File: src/rtl/cpu_clk_gen_if.sv
// Control/status bundle between the board top level and the CPU clock-enable generator.
// Parameters must match those of the cpu_clk_gen instance it is bound to.
interface cpu_clk_gen_if #(
  parameter int DIV_W   = 18,
  parameter int BURST_W = 8,
  parameter int CNT_W   = 16
) ();
  logic [1:0]         mode;
  logic [DIV_W-1:0]   div_val;
  logic [BURST_W-1:0] burst_len;
  logic               burst_start;
  logic               step_btn_n;
  logic               halt_req;
  logic               cpu_ce;
  logic               cpu_phase;
  logic               busy;
  logic               burst_done;
  logic [CNT_W-1:0]   ce_count;
  logic [2:0]         state_dbg;

  // No valid/ready pair: burst_start is a one-cycle strobe that is always accepted
  // on the rising clk edge it is high for; all other inputs are levels.
  modport master (
    output mode, div_val, burst_len, burst_start, step_btn_n, halt_req,
    input  cpu_ce, cpu_phase, busy, burst_done, ce_count, state_dbg
  );

  modport slave (
    input  mode, div_val, burst_len, burst_start, step_btn_n, halt_req,
    output cpu_ce, cpu_phase, busy, burst_done, ce_count, state_dbg
  );
endinterface

File: src/rtl/cpu_clk_gen.sv
// Single-clock CPU clock-enable generator: halt / debounced step / free-run / counted burst.
// Optional macro CPU_CLK_GEN_PHASE_ALIGN_EN defers stops to cpu_phase=0 and makes one press a full cycle.
module cpu_clk_gen #(
  parameter int DIV_W      = 18,
  parameter int BURST_W    = 8,
  parameter int DEBOUNCE_W = 16,
  parameter int CNT_W      = 16
) (
  input logic          clk,
  input logic          rst_in,
  cpu_clk_gen_if.slave bus
);

  localparam logic [1:0] M_HALT  = 2'd0;
  localparam logic [1:0] M_STEP  = 2'd1;
  localparam logic [1:0] M_RUN   = 2'd2;
  localparam logic [1:0] M_BURST = 2'd3;
  localparam logic [BURST_W-1:0] REM_ONE = 1;

  typedef enum logic [2:0] {
    S_HALT  = 3'd0,
    S_STEP  = 3'd1,
    S_RUN   = 3'd2,
    S_BIDLE = 3'd3,
    S_BRUN  = 3'd4
  } state_t;

  function automatic state_t state_of(input logic [1:0] m);
    case (m)
      M_HALT:  state_of = S_HALT;
      M_STEP:  state_of = S_STEP;
      M_RUN:   state_of = S_RUN;
      default: state_of = S_BIDLE;
    endcase
  endfunction

  state_t state, state_n;

  logic [1:0]         mode_q;
  logic               mode_chg;
  logic               halt_eff;
  logic               phase_eff;
  logic [DIV_W-1:0]   pre_cnt;
  logic               pre_en;
  logic               cmp;
  logic [BURST_W-1:0] rem, rem_n;
  logic               ce_n, done_n;
  logic               cpu_ce_q, cpu_phase_q, busy_q, burst_done_q;
  logic [CNT_W-1:0]   ce_count_q;

  // ---------------------------------------------------------------------------
  // Push button: 2-FF synchroniser, then a counter that must see the new level
  // for 2^DEBOUNCE_W-1 cycles before the stable value follows it.
  logic                  sync1, sync2, btn_stable;
  logic [DEBOUNCE_W-1:0] db_cnt;
  logic                  db_flip, step_pulse;

  assign db_flip    = (sync2 != btn_stable) && (&db_cnt);
  assign step_pulse = db_flip && btn_stable;

  always_ff @(posedge clk) begin
    if (!rst_in) begin
      sync1      <= 1'b1;
      sync2      <= 1'b1;
      btn_stable <= 1'b1;
      db_cnt     <= '0;
    end else begin
      sync1 <= bus.step_btn_n;
      sync2 <= sync1;
      if (sync2 == btn_stable) begin
        db_cnt <= '0;
      end else if (db_flip) begin
        btn_stable <= sync2;
        db_cnt     <= '0;
      end else begin
        db_cnt <= db_cnt + 1'b1;
      end
    end
  end

  // Phase the CPU will be in once any enable issued this cycle has landed.
  assign phase_eff = cpu_phase_q ^ cpu_ce_q;
  assign cmp       = (pre_cnt >= bus.div_val);

`ifdef CPU_CLK_GEN_PHASE_ALIGN_EN
  logic halt_lat;
  logic to_stop;
  logic step_arm, step_hold;
  logic arm_n, hold_n;

  assign to_stop  = (bus.mode == M_HALT) || (bus.mode == M_STEP);
  assign mode_chg = (bus.mode != mode_q) && !(to_stop && phase_eff);
  assign halt_eff = bus.halt_req && (halt_lat || !phase_eff);
`else
  assign mode_chg = (bus.mode != mode_q);
  assign halt_eff = bus.halt_req;
`endif

  // ---------------------------------------------------------------------------
  // FSM: state register
  always_ff @(posedge clk) begin
    if (!rst_in) begin
      state <= state_of(bus.mode);
    end else begin
      state <= state_n;
    end
  end

  // FSM: next state
  always_comb begin
    state_n = state;
    if (mode_chg) begin
      state_n = state_of(bus.mode);
    end else begin
      case (state)
        S_BIDLE, S_BRUN: begin
          if (bus.burst_start) begin
            state_n = (bus.burst_len != '0) ? S_BRUN : S_BIDLE;
          end else if (state == S_BRUN && !halt_eff && cmp && rem == REM_ONE) begin
            state_n = S_BIDLE;
          end
        end
        default: state_n = state;
      endcase
    end
  end

  // FSM: outputs and datapath controls
  always_comb begin
    pre_en = 1'b0;
    ce_n   = 1'b0;
    done_n = 1'b0;
    rem_n  = rem;
`ifdef CPU_CLK_GEN_PHASE_ALIGN_EN
    arm_n  = 1'b0;
    hold_n = 1'b0;
`endif
    if (mode_chg) begin
      rem_n = '0;
    end else begin
      case (state)
        S_RUN: begin
          pre_en = !halt_eff;
          ce_n   = !halt_eff && cmp;
        end
        S_STEP: begin
`ifdef CPU_CLK_GEN_PHASE_ALIGN_EN
          // First half-cycle follows the press directly, the second one divisor period later.
          arm_n  = step_pulse && !halt_eff;
          hold_n = step_hold;
          if (!halt_eff) begin
            if (step_arm) begin
              ce_n   = 1'b1;
              hold_n = 1'b1;
            end else if (step_hold) begin
              pre_en = 1'b1;
              if (cmp) begin
                ce_n   = 1'b1;
                hold_n = 1'b0;
              end
            end
          end
`else
          ce_n = step_pulse && !halt_eff;
`endif
        end
        S_BIDLE, S_BRUN: begin
          if (bus.burst_start) begin
            rem_n  = bus.burst_len;
            done_n = (bus.burst_len == '0);
          end else if (state == S_BRUN && !halt_eff) begin
            pre_en = 1'b1;
            if (cmp) begin
              ce_n   = 1'b1;
              rem_n  = rem - 1'b1;
              done_n = (rem == REM_ONE);
            end
          end
        end
        default: ce_n = 1'b0;
      endcase
    end
  end

  // ---------------------------------------------------------------------------
  // Datapath registers. The prescaler sits at 0 whenever it is not enabled.
  always_ff @(posedge clk) begin
    if (!rst_in) begin
      mode_q       <= bus.mode;
      pre_cnt      <= '0;
      rem          <= '0;
      cpu_ce_q     <= 1'b0;
      cpu_phase_q  <= 1'b0;
      busy_q       <= 1'b0;
      burst_done_q <= 1'b0;
      ce_count_q   <= '0;
    end else begin
      if (mode_chg) begin
        mode_q <= bus.mode;
      end
      pre_cnt      <= (pre_en && !cmp) ? pre_cnt + 1'b1 : '0;
      rem          <= rem_n;
      cpu_ce_q     <= ce_n;
      cpu_phase_q  <= cpu_phase_q ^ cpu_ce_q;
      busy_q       <= (state_n == S_BRUN);
      burst_done_q <= done_n;
      ce_count_q   <= ce_count_q + ce_n;
    end
  end

`ifdef CPU_CLK_GEN_PHASE_ALIGN_EN
  always_ff @(posedge clk) begin
    if (!rst_in) begin
      halt_lat  <= 1'b0;
      step_arm  <= 1'b0;
      step_hold <= 1'b0;
    end else begin
      halt_lat  <= halt_eff;
      step_arm  <= arm_n;
      step_hold <= hold_n;
    end
  end
`endif

  // Back-to-back enables only make sense at the maximum rate.
  assert property (@(posedge clk) disable iff (!rst_in)
    (cpu_ce_q && ce_n) |-> (bus.div_val == '0));

  assign bus.cpu_ce     = cpu_ce_q;
  assign bus.cpu_phase  = cpu_phase_q;
  assign bus.busy       = busy_q;
  assign bus.burst_done = burst_done_q;
  assign bus.ce_count   = ce_count_q;
  assign bus.state_dbg  = state;

endmodule
File: src/flat_wrapper.sv
// flat-port wrapper written by rule: the top's interface ports become plain ports
module cpu_clk_gen_flat 
#(
  parameter int DIV_W      = 18,
  parameter int BURST_W    = 8,
  parameter int DEBOUNCE_W = 16,
  parameter int CNT_W      = 16
)
  (clk, rst_in, bus_mode, bus_div_val, bus_burst_len, bus_burst_start, bus_step_btn_n, bus_halt_req, bus_cpu_ce, bus_cpu_phase, bus_busy, bus_burst_done, bus_ce_count, bus_state_dbg);
  cpu_clk_gen_if #(.DIV_W(DIV_W), .BURST_W(BURST_W), .CNT_W(CNT_W)) bus_i ();
  input logic clk;
  input logic rst_in;
  input wire logic [$bits(bus_i.mode)-1:0] bus_mode;
  input wire logic [$bits(bus_i.div_val)-1:0] bus_div_val;
  input wire logic [$bits(bus_i.burst_len)-1:0] bus_burst_len;
  input wire logic [$bits(bus_i.burst_start)-1:0] bus_burst_start;
  input wire logic [$bits(bus_i.step_btn_n)-1:0] bus_step_btn_n;
  input wire logic [$bits(bus_i.halt_req)-1:0] bus_halt_req;
  output wire logic [$bits(bus_i.cpu_ce)-1:0] bus_cpu_ce;
  output wire logic [$bits(bus_i.cpu_phase)-1:0] bus_cpu_phase;
  output wire logic [$bits(bus_i.busy)-1:0] bus_busy;
  output wire logic [$bits(bus_i.burst_done)-1:0] bus_burst_done;
  output wire logic [$bits(bus_i.ce_count)-1:0] bus_ce_count;
  output wire logic [$bits(bus_i.state_dbg)-1:0] bus_state_dbg;
  assign bus_i.mode = bus_mode;
  assign bus_i.div_val = bus_div_val;
  assign bus_i.burst_len = bus_burst_len;
  assign bus_i.burst_start = bus_burst_start;
  assign bus_i.step_btn_n = bus_step_btn_n;
  assign bus_i.halt_req = bus_halt_req;
  assign bus_cpu_ce = bus_i.cpu_ce;
  assign bus_cpu_phase = bus_i.cpu_phase;
  assign bus_busy = bus_i.busy;
  assign bus_burst_done = bus_i.burst_done;
  assign bus_ce_count = bus_i.ce_count;
  assign bus_state_dbg = bus_i.state_dbg;
  cpu_clk_gen #(.DIV_W(DIV_W), .BURST_W(BURST_W), .DEBOUNCE_W(DEBOUNCE_W), .CNT_W(CNT_W)) u_core (.clk(clk), .rst_in(rst_in), .bus(bus_i));
endmodule
File: config.mk
export PLATFORM = sky130hd
export DESIGN_NAME = cpu_clk_gen_flat
export DESIGN_NICKNAME = d
export VERILOG_FILES = /design/src/rtl/cpu_clk_gen_if.sv /design/src/rtl/cpu_clk_gen.sv /design/src/flat_wrapper.sv
export SDC_FILE = /design/constraint.sdc
export NUM_CORES = 1
export LEC_CHECK = 0
export CAP_MARGIN = 30
export CORE_MARGIN = 1.5
export CORE_UTILIZATION = 56
export CTS_BUF_LIST = sky130_fd_sc_hd__clkbuf_4
export DETAILED_ROUTE_END_ITERATION = 7
export PLACE_DENSITY = 0.85
export SLEW_MARGIN = 20
export SYNTH_ARGS = -nofsm -noshare
export SYNTH_HDL_FRONTEND = slang
export SYNTH_SLANG_ARGS = --single-unit
File: constraint.sdc
create_clock -name clk -period 4.4 [get_ports clk]
set_input_delay 0.88 -clock clk [delete_from_list [all_inputs] [get_ports clk]]
set_output_delay 0.88 -clock clk [all_outputs]
set_load 0.005 [all_outputs]
[Word level (Yosys, flattened, before mapping)]
Cells that the tools add are included.
Word-level totals
  register bits: 70
  bits of input ports: 33
  output and inout bits: 23
  word-level logic and storage cells: 81
Operators by class
  add/subtract/negate cells: 4
  order comparisons: 1
  equality and inequality tests: 12
  mux-type cells: 24
  bitwise gates (word level): 4
  reductions and logical operators: 23
Operators by type and width (number)
  two-way mux 8 bit: 3
  adder 18 x 1 -> 18 bit (second input constant): 1
  >= comparator 18 bit: 1
  two-way mux 3 bit: 6
  adder 16 x 1 -> 16 bit: 1
  adder 16 x 1 -> 16 bit (second input constant): 1
  AND reduction 16 bit: 1
  two-way mux 1 bit: 10
  equality test 8 x 1 -> 1 bit (second input constant): 1
  logical AND 1 bit: 8
  logical NOT 8 bit: 1
  nonzero test 8 bit: 1
  subtractor 8 x 1 -> 8 bit (second input constant): 1
  equality test 3 x 2 -> 1 bit (second input constant): 2
  equality test 3 bit (second input constant): 2
  case mux 2 bit (3 select lines): 1
  OR reduction 3 bit: 2
  two-way mux 2 bit: 2
  AND reduction 2 bit: 2
  nonzero test 2 bit: 2
  OR reduction 2 bit: 2
  equality test 3 x 1 -> 1 bit (second input constant): 1
  NOT 1 bit: 3
  case mux 1 bit (3 select lines): 1
  other kinds (11): 12

[Logic depth before layout (Yosys ltp)]
Gate-level depths: netlist of run 1.
  depth after elaboration: 9
  mapped depth: 15
  gate-level depth less buffers: 14

[Worst setup path before layout of run 1]
No wires, ideal clock.
  path kind: input-to-reg
  from: input port bus_div_val[9]
  to: register u_core.ce_count_q[14], in the netlist u_core.bus.ce_count[14]
  setup time: 70 ps
  data arrival time: 3431 ps
  required time: 4330 ps
  path slack: 900 ps
  stages: 14
  path buffers: 1
  path through: inv_1 ha_1 nand3_1 or4_1 a21boi_0 o21ai_0 a21oi_1 ha_1 ha_1 and2_1 clkbuf_1 nand4_1 or3_1 a21oi_1
On the way
  word-level cells in the longest chain between the ends: 7
  elaborated cells between the ends (all ways): 8
  those cells by class: add/sub (1); order compare (1); mux (5); reduce/logical (1)
Ends and longest elaborated chain
  start: declaration: line flat_wrapper.sv:14  | input wire logic [$bits(bus_i.div_val)-1:0] bus_div_val;
  >= comparator 18 bit (*): line cpu_clk_gen.sv:83  | assign cmp = (pre_cnt >= bus.div_val);
  two-way mux 1 bit: line cpu_clk_gen.sv:173  | if (cmp) begin
  two-way mux 1 bit: line cpu_clk_gen.sv:171  | end else if (state == S_BRUN && !halt_eff) begin
  two-way mux 1 bit: line cpu_clk_gen.sv:168  | if (bus.burst_start) begin
  case mux 1 bit (3 select lines) (*): line cpu_clk_gen.sv:141  | case (state)
  two-way mux 1 bit (*): line cpu_clk_gen.sv:138  | if (mode_chg) begin
  named net u_core.ce_n: line cpu_clk_gen.sv:47  | logic ce_n, done_n;
  adder 16 x 1 -> 16 bit (*): line cpu_clk_gen.sv:207  | ce_count_q <= ce_count_q + ce_n;
  end signal: assignment: line cpu_clk_gen.sv:207
  end: declaration: line cpu_clk_gen.sv:49  | logic [CNT_W-1:0] ce_count_q;
The timed path passes the listed nets; every way through them passes the cells marked *.
A chain may end at the register's enable or synchronous reset.

[Final worst setup path of run 1]
Same ends and word-level chain as after synthesis.

==> summary.txt, run 1 <==
Synthesis
  • Largest family of logic cells by synthesized area: simple AND/OR/NAND/NOR gates
  • Multiplexer share of the synthesized area: 0.266%
  • Synth Area in Compound Gates: 10.9%
  • Synthesized area: 3760 sq um
  • Yosys reg bits: 70
  • Synth top area share: 36.2%
  • Synth cell types: 51
  • FFs w/ async S/R, synth: 0%
  • Syn_area_per_cell: 8.47 sq um
  • Post-synthesis adder-cell area fraction: about 8%
  • Sequential element share of the synthesized area: 37.8%
  • Synth Net Count: 501
  • Simple-Gate Fraction of Synth Area: around 28%
  • Post-Synth XOR/XNOR Area: 10.2%
  • Post-synth EDFFs: 2
  • YS warnings: 0
  • Ys flop type: dfxtp_1
  • Largest cells by area after synthesis: dfxtp_1 (36%), ha_1 (8.0%), nor2_1 (6.4%)
  • Leading area contributor after synthesis: dfxtp_1
  • Cells after Synth: 444

Status
  • Outcome: complete, but fails checks
  • Failing checks: design-rule violations

GRT
  • Largest net degree at the start of global routing: 26
  • First-pass GRT wire length: 13.6 mm
  • Global route overflow: 0
  • Vias in the first global route: 3109
  • All-Layer GR Usage: 23.1%
  • Initial antenna violation count: 0

Die
  • DIE AREA: 7220 sq um
  • Starting Density: 58.6%
  • Die height: 85.0 microns
  • Core area: ~6400 sq um
  • Row cnt: 29
  • Ports: 56
  • Die W: 85.0 microns

CTS
  • TritonCTS Buffers: 9
  • Skew-Pair Late Insertion Delay: 0.42 ns
  • CTS resizes: 0
  • Clock tree buffer depth: 2
  • Total setup buffers inserted after CTS: 0
  • Clk root buf: clkbuf_4
  • Clock slew at reported path FFs: 0.14 ns
  • CTS tree: built
  • Sink Count: 70
  • CTS Hold Buffers Added: 0
  • CTS H-tree lvls: 3

Place
  • Pre-CTS WS: 0.200 ns
  • Cell area after placement: 4370 sq um
  • I/O Buffers: 55
  • Routability congestion estimate: 0.856
  • Detailed placement HPWL: 5.84 mm

Layout
  • Post-route cell area: 4500 sq um
  • Fin nets: 557
  • Fraction of layout cells with a size suffix above 1: 7.72%
  • Post-Route Utilization: 70.0%
  • P&R area growth vs syn: 19.6%
  • Inserted Diodes: 0
  • Most frequent cells in the layout: dfxtp_1 (68), nor2_1 (64), clkdlybuf4s50_1 (55)
  • Most common cell after layout, fill and taps aside: dfxtp_1

Pwr
  • Peak VDD IR: 0.000120 V
  • Pwr Density: 259 nW/um^2
  • Pleak: 0.00165 uW
  • Logic pwr share: 9.9%
  • Psw: between 300 and 400 uW
  • Sequential power share: about 56%
  • Tot Pwr: 1160 uW
  • Sw Share: approximately 29%
  • Pint: slightly above 800 uW
  • Clk pwr share: 34.1%

Worst setup path
  • R2r setup slk: around 1.1 ns
  • R2R cell count: 14
  • Crit. End Element: flip-flop
  • Kind of critical path: in -> reg
  • CP Max Fanout: 6
  • Critical Path Most Common Cell: ha_1
  • Worst reg2reg endpoint: u_core.bus.ce_count[14]
  • CP max-delay cell: or4_1
  • CP peak stage delay: 0.55 ns
  • Critical R2R Launch: u_core.pre_cnt[0]
  • CP Launch Type: input port
  • Critical path required time: ~4.8 ns
  • CP arrival: approximately 4.1 ns
  • Critical Path, Cell by Cell: clkdlybuf4s50_1 -> inv_1 -> ha_1 -> nand3_1 -> or4_1 -> a21boi_0 -> o21ai_0 -> a21oi_1 -> ha_1 -> ha_1 -> and2_1 -> nand4_1 -> or3_1 -> a21oi_1

Job
  • Max_cap viols: 0

STA
  • RSZ-0062 raised after global routing: no
  • Final worst slack: 0.645 ns
  • Max Clock Freq: about 270 MHz
  • Max-slew headroom at the worst pin: 49.7%
  • Final setup vio count: 0
  • Clock skew: 0.0204 ns
  • Worst-Margin Slew: 0.747 ns
  • Period utilisation layout: 85.3%
  • Final Hold Viols: 0
  • Fin. max-slew vios: 0
  • Setup_tns: 0 ns
  • Period minus WS final: 3.75 ns

Detailed routing
  • DRC viols: 6
  • Via count: 3255
  • Post-route ant nets: 0
  • DR iter-0 viols: 150
  • Drt first pass iters: 6
  • Vias per inst: between 5 and 6
  • Routed WL: 7.74 mm
  • Wire length per cell: 13.3 microns

Min path
  • Hold worst-path end: u_core.sync2
  • Hold path start: u_core.sync1
  • Hold depth: 1
  • Worst Hold Class: reg -> reg
area by class of cell:
| type | instances | area [sq um] |
|---|---|---|
| fill | 514 | 1920 |
| inverter | 28 | 105 |
| clock buffer | 9 | 67.6 |
| timing repair buffer | 59 | 601 |
| multi-input combinational | 332 | 2150 |
| tap | 77 | 96.3 |
| sequential | 70 | 1420 |
| clock inverter | 7 | 61.3 |
flip-flops by register name (all words and copies together) (netlist names):
| signal | cells |
|---|---|
| u_core.bus.ce_count | 16 |
| u_core.mode_q | 2 |
| u_core.bus.state_dbg | 3 |
| u_core.bus.cpu_ce | 1 |
| u_core.db_cnt | 16 |
| u_core.sync2 | 1 |
| u_core.pre_cnt | 18 |
| u_core.bus.cpu_phase | 1 |
| u_core.rem | 8 |
| u_core.sync1 | 1 |
| u_core.bus.burst_done | 1 |
| u_core.bus.busy | 1 |
| u_core.btn_stable | 1 |
cell usage after synthesis (4+ instances only):
library cell,count
a211oi_1,4
a21oi_1,20
a31oi_1,6
and2_1,5
and3_1,6
and4_1,4
clkbuf_1,9
dfxtp_1,68
ha_1,24
inv_1,27
nand2_1,37
nand2b_1,5
nand3_1,22
nand4_1,10
nor2_1,64
nor2_4,9
nor3_1,9
nor4_1,4
o21ai_0,14
o32ai_1,5
or3_1,8
xnor2_1,17
xor2_1,27
metal layers:
metal  wire, microns  vias to the layer above  GRT usage (%)
met5               0                        -              0
met1            3610                     1518           29.1
met4              90                        0           6.86
met3             305                        9           5.16
met2            3740                       69           39.7
li1                -                     1659              -
power by group through the flow:
stage	Sequential [uW]	Clock, uW	Combinational, uW
after floorplan	664	0	62.4
after global placement	666	0	110
after detailed placement	666	0	114
after CTS	652	404	115
after global routing	654	429	130
final	652	396	115
cell families after synthesis:
group	count (synthesis)
and+or+nand+nor	199
AOI/OAI and AO/OA	64
muxes	1
DFF	70
xor gates and xnor gates	44
adders and majority gates	24
buffers and inverters	42
metrics by stage:
step	cells	hold WS [ns]
floorplan	444	0.386
global placement	565	0.391
detailed placement	566	0.394
CTS	582	0.424
global route	582	0.452
finish	582	0.424
critical path, delay by kind of cell:
kind / cells / cell delay (ns)
AOI/OAI and AO/OA: 4 / 0.74
adders and majority gates: 3 / 0.64
buffers and inverters: 2 / 0.49
and+or+nand+nor: 5 / 1.39
worst max path at each step:
stage / to / startpoint / slack, ns
final: u_core.bus.ce_count[14] / bus_div_val[9] / 0.65
after global routing: u_core.bus.ce_count[12] / bus_div_val[8] / 0.43
after CTS: u_core.bus.ce_count[14] / bus_div_val[7] / 0.65
after detailed placement: u_core.bus.ce_count[12] / bus_div_val[7] / 0.20
after global placement: u_core.bus.ce_count[14] / bus_div_val[9] / 0.28
after floorplan: u_core.bus.ce_count[14] / bus_div_val[9] / 0.90
Note: power is estimated with default switching activity, not from simulation.
==> inputs of run 2 (changes only) <==
Settings changed: CTS_CLUSTER_DIAMETER from default to 50.
Clock period 4.4 ns to 4.1 ns, I/O delays scaled along.
==> run 2 against run 1 <==
Largest cell class unchanged; clock power increased by 16%; first-iteration DRC count increased by 26%; the run still ends with design-rule violations left; worst setup slack got worse by 0.28 ns; critical path type unchanged; via count increased by 0.86%; sequential share of layout area decreased by 0.14 points; worst hold slack improved by 0.0064 ns; total power increased by 10%; global-route usage increased by 0.91 points; clock skew increased by 0.00087 ns; critical endpoint unchanged.
==> summary.txt, run 2 (same netlist as run 1, synthesis figures left out) <==
Status
  • Outcome: complete, but fails checks
  • Failing checks: design-rule violations

Layout
  • Most common cell after layout, fill and taps aside: dfxtp_1
  • Fillers: 508
  • P&R area growth vs syn: 20.1%
  • Fraction of layout cells with a size suffix above 1: between 8 and 9%
  • Biggest register: u_core.pre_cnt
  • Most frequent cells in the layout: dfxtp_1 (68), nor2_1 (64), clkdlybuf4s50_1 (55)
  • Max reg flops: 18
  • Post-Route Utilization: a little over two thirds
  • Inserted Diodes: 0
  • Post-route cell area: 4520 sq um
  • Fin nets: 560

Worst setup path
  • Kind of critical path: in -> reg
  • Critical Path, Cell by Cell: clkdlybuf4s50_1 -> inv_1 -> ha_1 -> nand3_1 -> or4_1 -> a21boi_0 -> o21ai_0 -> a21oi_1 -> ha_1 -> ha_1 -> and2_1 -> nand4_1 -> or3_1 -> a21oi_1
  • Crit. End Element: flip-flop
  • CP Launch Type: input port
  • Worst reg2reg endpoint: u_core.bus.ce_count[14]
  • Worst path buffer plus inverter count: 2
  • Critical R2R Launch: u_core.pre_cnt[0]
  • R2r setup slk: 0.78 ns
  • Critical path required time: 4.45 ns
  • CP peak stage delay: 0.55 ns
  • CP max-delay cell: or4_1
  • R2R cell count: 14
  • CP Max Fanout: 3
  • CP arrival: 4.09 ns
  • Critical Path Most Common Cell: ha_1
  • CP top delay family: simple AND/OR/NAND/NOR gates

STA
  • Period minus WS final: 3.73 ns
  • Worst-Margin Slew: 0.838 ns
  • Period utilisation layout: 91.1%
  • Max Clock Freq: ~270 MHz
  • Clock skew: about 0.021 ns
  • Final Hold Viols: 0
  • RSZ-0062 raised after global routing: no
  • Max-slew headroom at the worst pin: between 40% and 50%
  • Final setup vio count: 0
  • Fin. max-slew vios: 0

CTS
  • CTS resizes: 0
  • Clk root buf: clkbuf_4
  • CTS tree: built
  • Skew-Pair Late Insertion Delay: about 0.43 ns
  • CTS Hold Buffers Added: 0
  • Sink Count: 70
  • Total setup buffers inserted after CTS: 0
  • TritonCTS Buffers: 9
  • CTS H-tree lvls: 3
  • Clock tree buffer depth: 2
  • Clock slew at reported path FFs: between 0.1 and 0.15 ns

Detailed routing
  • Drt first pass iters: 7
  • Vias per inst: 5.61
  • Routed WL: 7.90 mm
  • Wire length per cell: approximately 13 microns
  • DRC viols: 6
  • Via count: 3283
  • Post-route ant nets: 0
  • DR iter-0 viols: 189

GRT
  • First-pass GRT wire length: 14.1 mm
  • Initial antenna violation count: 0
  • Global route overflow: 0
  • All-Layer GR Usage: 24.0%
  • Vias in the first global route: 3234
  • Largest net degree at the start of global routing: 26

Min path
  • Worst Hold Class: reg -> reg
  • Hold worst-path end: u_core.sync2
  • Hold path start: u_core.sync1
  • Hold depth: 1

Place
  • Cell area after placement: between 4000 and 5000 sq um
  • I/O Buffers: 55
  • Detailed placement HPWL: 6.03 mm
  • Routability congestion estimate: 0.879

Die
  • Die height: 85.0 microns
  • Row cnt: 29
  • Starting Density: 58.6%
  • Core area: 6420 sq um
  • Die W: 85.0 microns
  • DIE AREA: 7220 sq um
  • Ports: between 50 and 60

Pwr
  • Tot Pwr: approximately 1300 uW
  • Pleak: ~0.0017 uW
  • Pwr Density: roughly 280 nW/um^2
  • Peak VDD IR: 0.000167 V

Job
  • Max_cap viols: 0
run 2: cell types whose count changed in the layout (fill, tap and decap cells not counted), sizes merged:
cell / change
bufinv: +1
clkinvlp: -2
inv: -2
clkinv: +3
buf: +3
run 2: cell type report:
class	instances	area (sq um)	area share (%)
flip-flops and latches	70	1420	31.5
well taps	77	96.3	2.13
multi-input cells	332	2150	47.5
clock inverters	7	78.8	1.74
inverters	28	105	2.33
clock buffers	9	67.6	1.50
repair buffers	62	603	13.3
run 2: worst max-delay path by stage:
stage,cells after the start,slack (ns),from,to
2_1_floorplan,14,0.66,bus_div_val[9],u_core.bus.ce_count[14]
3_3_place_gp,14,0.12,bus_div_val[9],u_core.bus.ce_count[14]
3_5_place_dp,14,-0.05,bus_div_val[9],u_core.bus.ce_count[14]
4_1_cts,14,0.39,bus_div_val[9],u_core.bus.ce_count[14]
5_1_grt,14,0.14,bus_div_val[9],u_core.bus.ce_count[14]
6_report,14,0.37,bus_div_val[9],u_core.bus.ce_count[14]
run 2: stage by stage:
stage	hold slack (ns)	cells	setup WS [ns]	setup TNS, ns
final	0.431	585	0.365	0
after detailed placement	0.417	569	-0.0460	-0.0460
after global routing	0.461	585	0.141	0
after floorplan	0.386	444	0.660	0
after CTS	0.444	585	0.394	0
after global placement	0.390	569	0.124	0
run 2: layer usage:
layer	track usage [%]	vias up	wire length (microns)
met5	0	-	0
met2	39.2	99	3840
met3	5.84	21	408
li1	-	1654	-
met4	11.3	0	217
met1	30.0	1509	3440
run 2: report_power, final:
group | internal, uW | switching [uW]
Clock | 193 | 266
Combinational | 62.1 | 62.8
Sequential | 691 | 9.32
Total | 946 | 339
==> inputs of run 3 (changes only) <==
Settings changed: ABC_AREA from default to 1, CAP_MARGIN 30 to default, CORE_MARGIN 1.5 to default.
==> run 3 against run 2 <==
The run still ends with design-rule violations left; sequential share of layout area shrank 0.95 points; largest power group unchanged; clock skew shrank 0.0051 ns; critical endpoint is now u_core.bus.ce_count[12]; total power grew 4.9%.
==> summary.txt, run 3 <==
Die
  • Starting Density: between 50% and 60%
  • Row cnt: 29
  • Die height: roughly 85 microns
  • Ports: 56
  • DIE AREA: approximately 7200 sq um
  • Core area: ~6500 sq um
  • Die W: 85.0 microns

Detailed routing
  • Wire length per cell: between 10 and 15 microns
  • WL met2: 3.94 mm
  • Post-route ant nets: 0
  • Vias per inst: slightly above 5
  • Max layer used: met4
  • DR iter-0 viols: 128
  • DRC viols: 3
  • WL met1: between 3 and 4 mm
  • Via count: 3435
  • Drt first pass iters: 7
  • Met3 wire len: between 300 and 400 microns
  • Routed WL: approximately 7.7 mm

Worst setup path
  • Crit path from: bus_div_val[17]
  • CP top delay family: simple AND/OR/NAND/NOR gates
  • R2R cell count: 24
  • Kind of critical path: in -> reg
  • Crit path depth: 26
  • Critical Path Most Common Cell: nand2_1
  • CP Max Fanout: 3
  • Critical R2R Launch: u_core.pre_cnt[17]
  • CP peak stage delay: 0.46 ns
  • R2r setup slk: between 0.9 and 1 ns
  • Worst reg2reg endpoint: u_core.bus.ce_count[12]
  • Critical path required time: 4.42 ns
  • CP Launch Type: input port
  • CP arrival: roughly 4 ns
  • Worst path buffer plus inverter count: 3
  • CP max-delay cell: clkdlybuf4s50_1
  • Crit. End Element: flip-flop
  • End of the critical path: u_core.bus.ce_count[12]

CTS
  • CTS tree: built
  • CTS resizes: 0
  • Total setup buffers inserted after CTS: 0
  • Clock slew at reported path FFs: 0.13 ns
  • Skew-Pair Late Insertion Delay: 0.41 ns
  • CTS H-tree lvls: 3
  • Clock tree buffer depth: 2
  • CTS Hold Buffers Added: 0
  • TritonCTS Buffers: 9
  • Sink Count: 70
  • Clk root buf: clkbuf_4

GRT
  • Initial antenna violation count: 0
  • Vias in the first global route: 3231
  • All-Layer GR Usage: 22.7%
  • Global route overflow: 0
  • First-pass GRT wire length: 13.2 mm
  • Largest net degree at the start of global routing: 17

STA
  • Hold WS: 0.424 ns
  • RSZ-0062 raised after global routing: no
  • Max Clock Freq: 268 MHz
  • Final setup vio count: 0
  • Fin. max-slew vios: 0
  • Period minus WS final: 3.74 ns
  • Final Hold Viols: 0
  • Clock skew: 0.0162 ns
  • Max-slew headroom at the worst pin: 67.7%
  • Worst-Margin Slew: about 0.48 ns
  • Final worst slack: 0.362 ns
  • Setup_tns: 0 ns
  • Period utilisation layout: 91.2%

Pwr
  • Pwr Density: 289 nW/um^2
  • Peak VDD IR: 0.000200 V
  • Tot Pwr: around 1300 uW
  • Pleak: a little under 0.002 uW

Synthesis
  • Post-synth EDFFs: 2
  • Largest cells by area after synthesis: dfxtp_1 (35%), nand2_1 (9.6%), inv_1 (8.1%)
  • Sequential element share of the synthesized area: 36.9%
  • Leading area contributor after synthesis: dfxtp_1
  • Yosys reg bits: 70
  • Synthesized area: around 3900 sq um
  • Ys flop type: dfxtp_1
  • Count leader, synth: nand2_1
  • Synth top cells by count: nand2_1 (99), inv_1 (83), dfxtp_1 (68), nor2_1 (57), a21oi_1 (36)
  • Synth cell types: 42
  • Cells after Synth: approximately 520
  • YS warnings: 0
  • Synth Net Count: 581
  • FFs w/ async S/R, synth: 0%
  • Synth top area share: between 30% and 40%
  • Syn_area_per_cell: between 7 and 8 sq um

Status
  • Failing checks: design-rule violations
  • Outcome: complete, but fails checks

Layout
  • Area of the multi-input gates: 2060 sq um
  • P&R area growth vs syn: 20.8%
  • Fin nets: 644
  • Fraction of layout cells with a size suffix above 1: roughly an eighth
  • Biggest register: u_core.pre_cnt
  • Max reg flops: 18
  • Most common cell after layout, fill and taps aside: nand2_1
  • Reg area: about 1400 sq um
  • Fillers: 524
  • Inserted Diodes: 0
  • Most frequent cells in the layout: nand2_1 (99), inv_1 (83), dfxtp_1 (68)
  • Final std cells w/o fill: 669

Place
  • Inst Count DP: 653
  • Pre-CTS WS: -0.0864 ns
  • I/O Buffers: 55
  • Detailed placement HPWL: ~6 mm
  • Routability congestion estimate: roughly 0.86

Min path
  • Worst Hold Class: reg -> reg

Job
  • Max_cap viols: 0
run 3: changes by cell type in the layout (fill, tap and decap cells not counted), moves of 9 or more:
cell | before | now
xor2_1 | 27 | 12
a21oi_1 | 20 | 36
xnor2_1 | 17 | 6
inv_2 | 1 | 11
nand2_1 | 37 | 99
nor2_2 | 2 | 11
inv_1 | 27 | 83
o21ai_1 | 0 | 12
run 3: cell type report:
cell class / instances / area share [%]
clock buffer: 9 / 1.45
tap: 77 / 2.07
timing repair buffer: 57 / 12.1
inverter: 95 / 7.65
sequential: 70 / 30.5
multi-input combinational: 354 / 44.1
clock inverter: 7 / 2.07
run 3: how the worst min path moves through the flow:
stage / cells past startpoint / slack (ns) / start / to
floorplan: 1 / 0.39 / u_core.sync1 / u_core.sync2
global placement: 1 / 0.40 / u_core.sync1 / u_core.sync2
detailed placement: 1 / 0.41 / u_core.sync1 / u_core.sync2
CTS: 1 / 0.43 / u_core.sync1 / u_core.sync2
global route: 1 / 0.43 / u_core.sync1 / u_core.sync2
finish: 1 / 0.42 / u_core.sync1 / u_core.sync2
run 3: cells by family after synthesis:
group | share of synthesized area (%)
DFF | 36.9
AOI/OAI and AO/OA | 10.9
and+or+nand+nor | 30.1
muxes | 0.260
buffers and inverters | 9.96
xor gates and xnor gates | 4.09
adders and majority gates | 7.79
run 3: stage by stage:
stage          cell area, sq um  utilization, %
3_5_place_dp               4490            69.1
4_1_cts                    4650            71.7
3_3_place_gp               4490            69.1
5_1_grt                    4660            71.7
6_report                   4660            71.7
2_1_floorplan              3860               -
run 3: report_power, final:
part,internal (uW),switching [uW],leakage (uW)
registers,692,8.56,0.000570
clock network,251,253,0.0000907
logic,66.9,76.8,0.00131
total,1010,338,0.00197
run 3: routing by layer:
layer,up-vias,track usage [%]
li1,1800,-
met1,1552,25.3
met2,72,41.8
met3,11,6.52
met4,0,7.09
met5,-,0
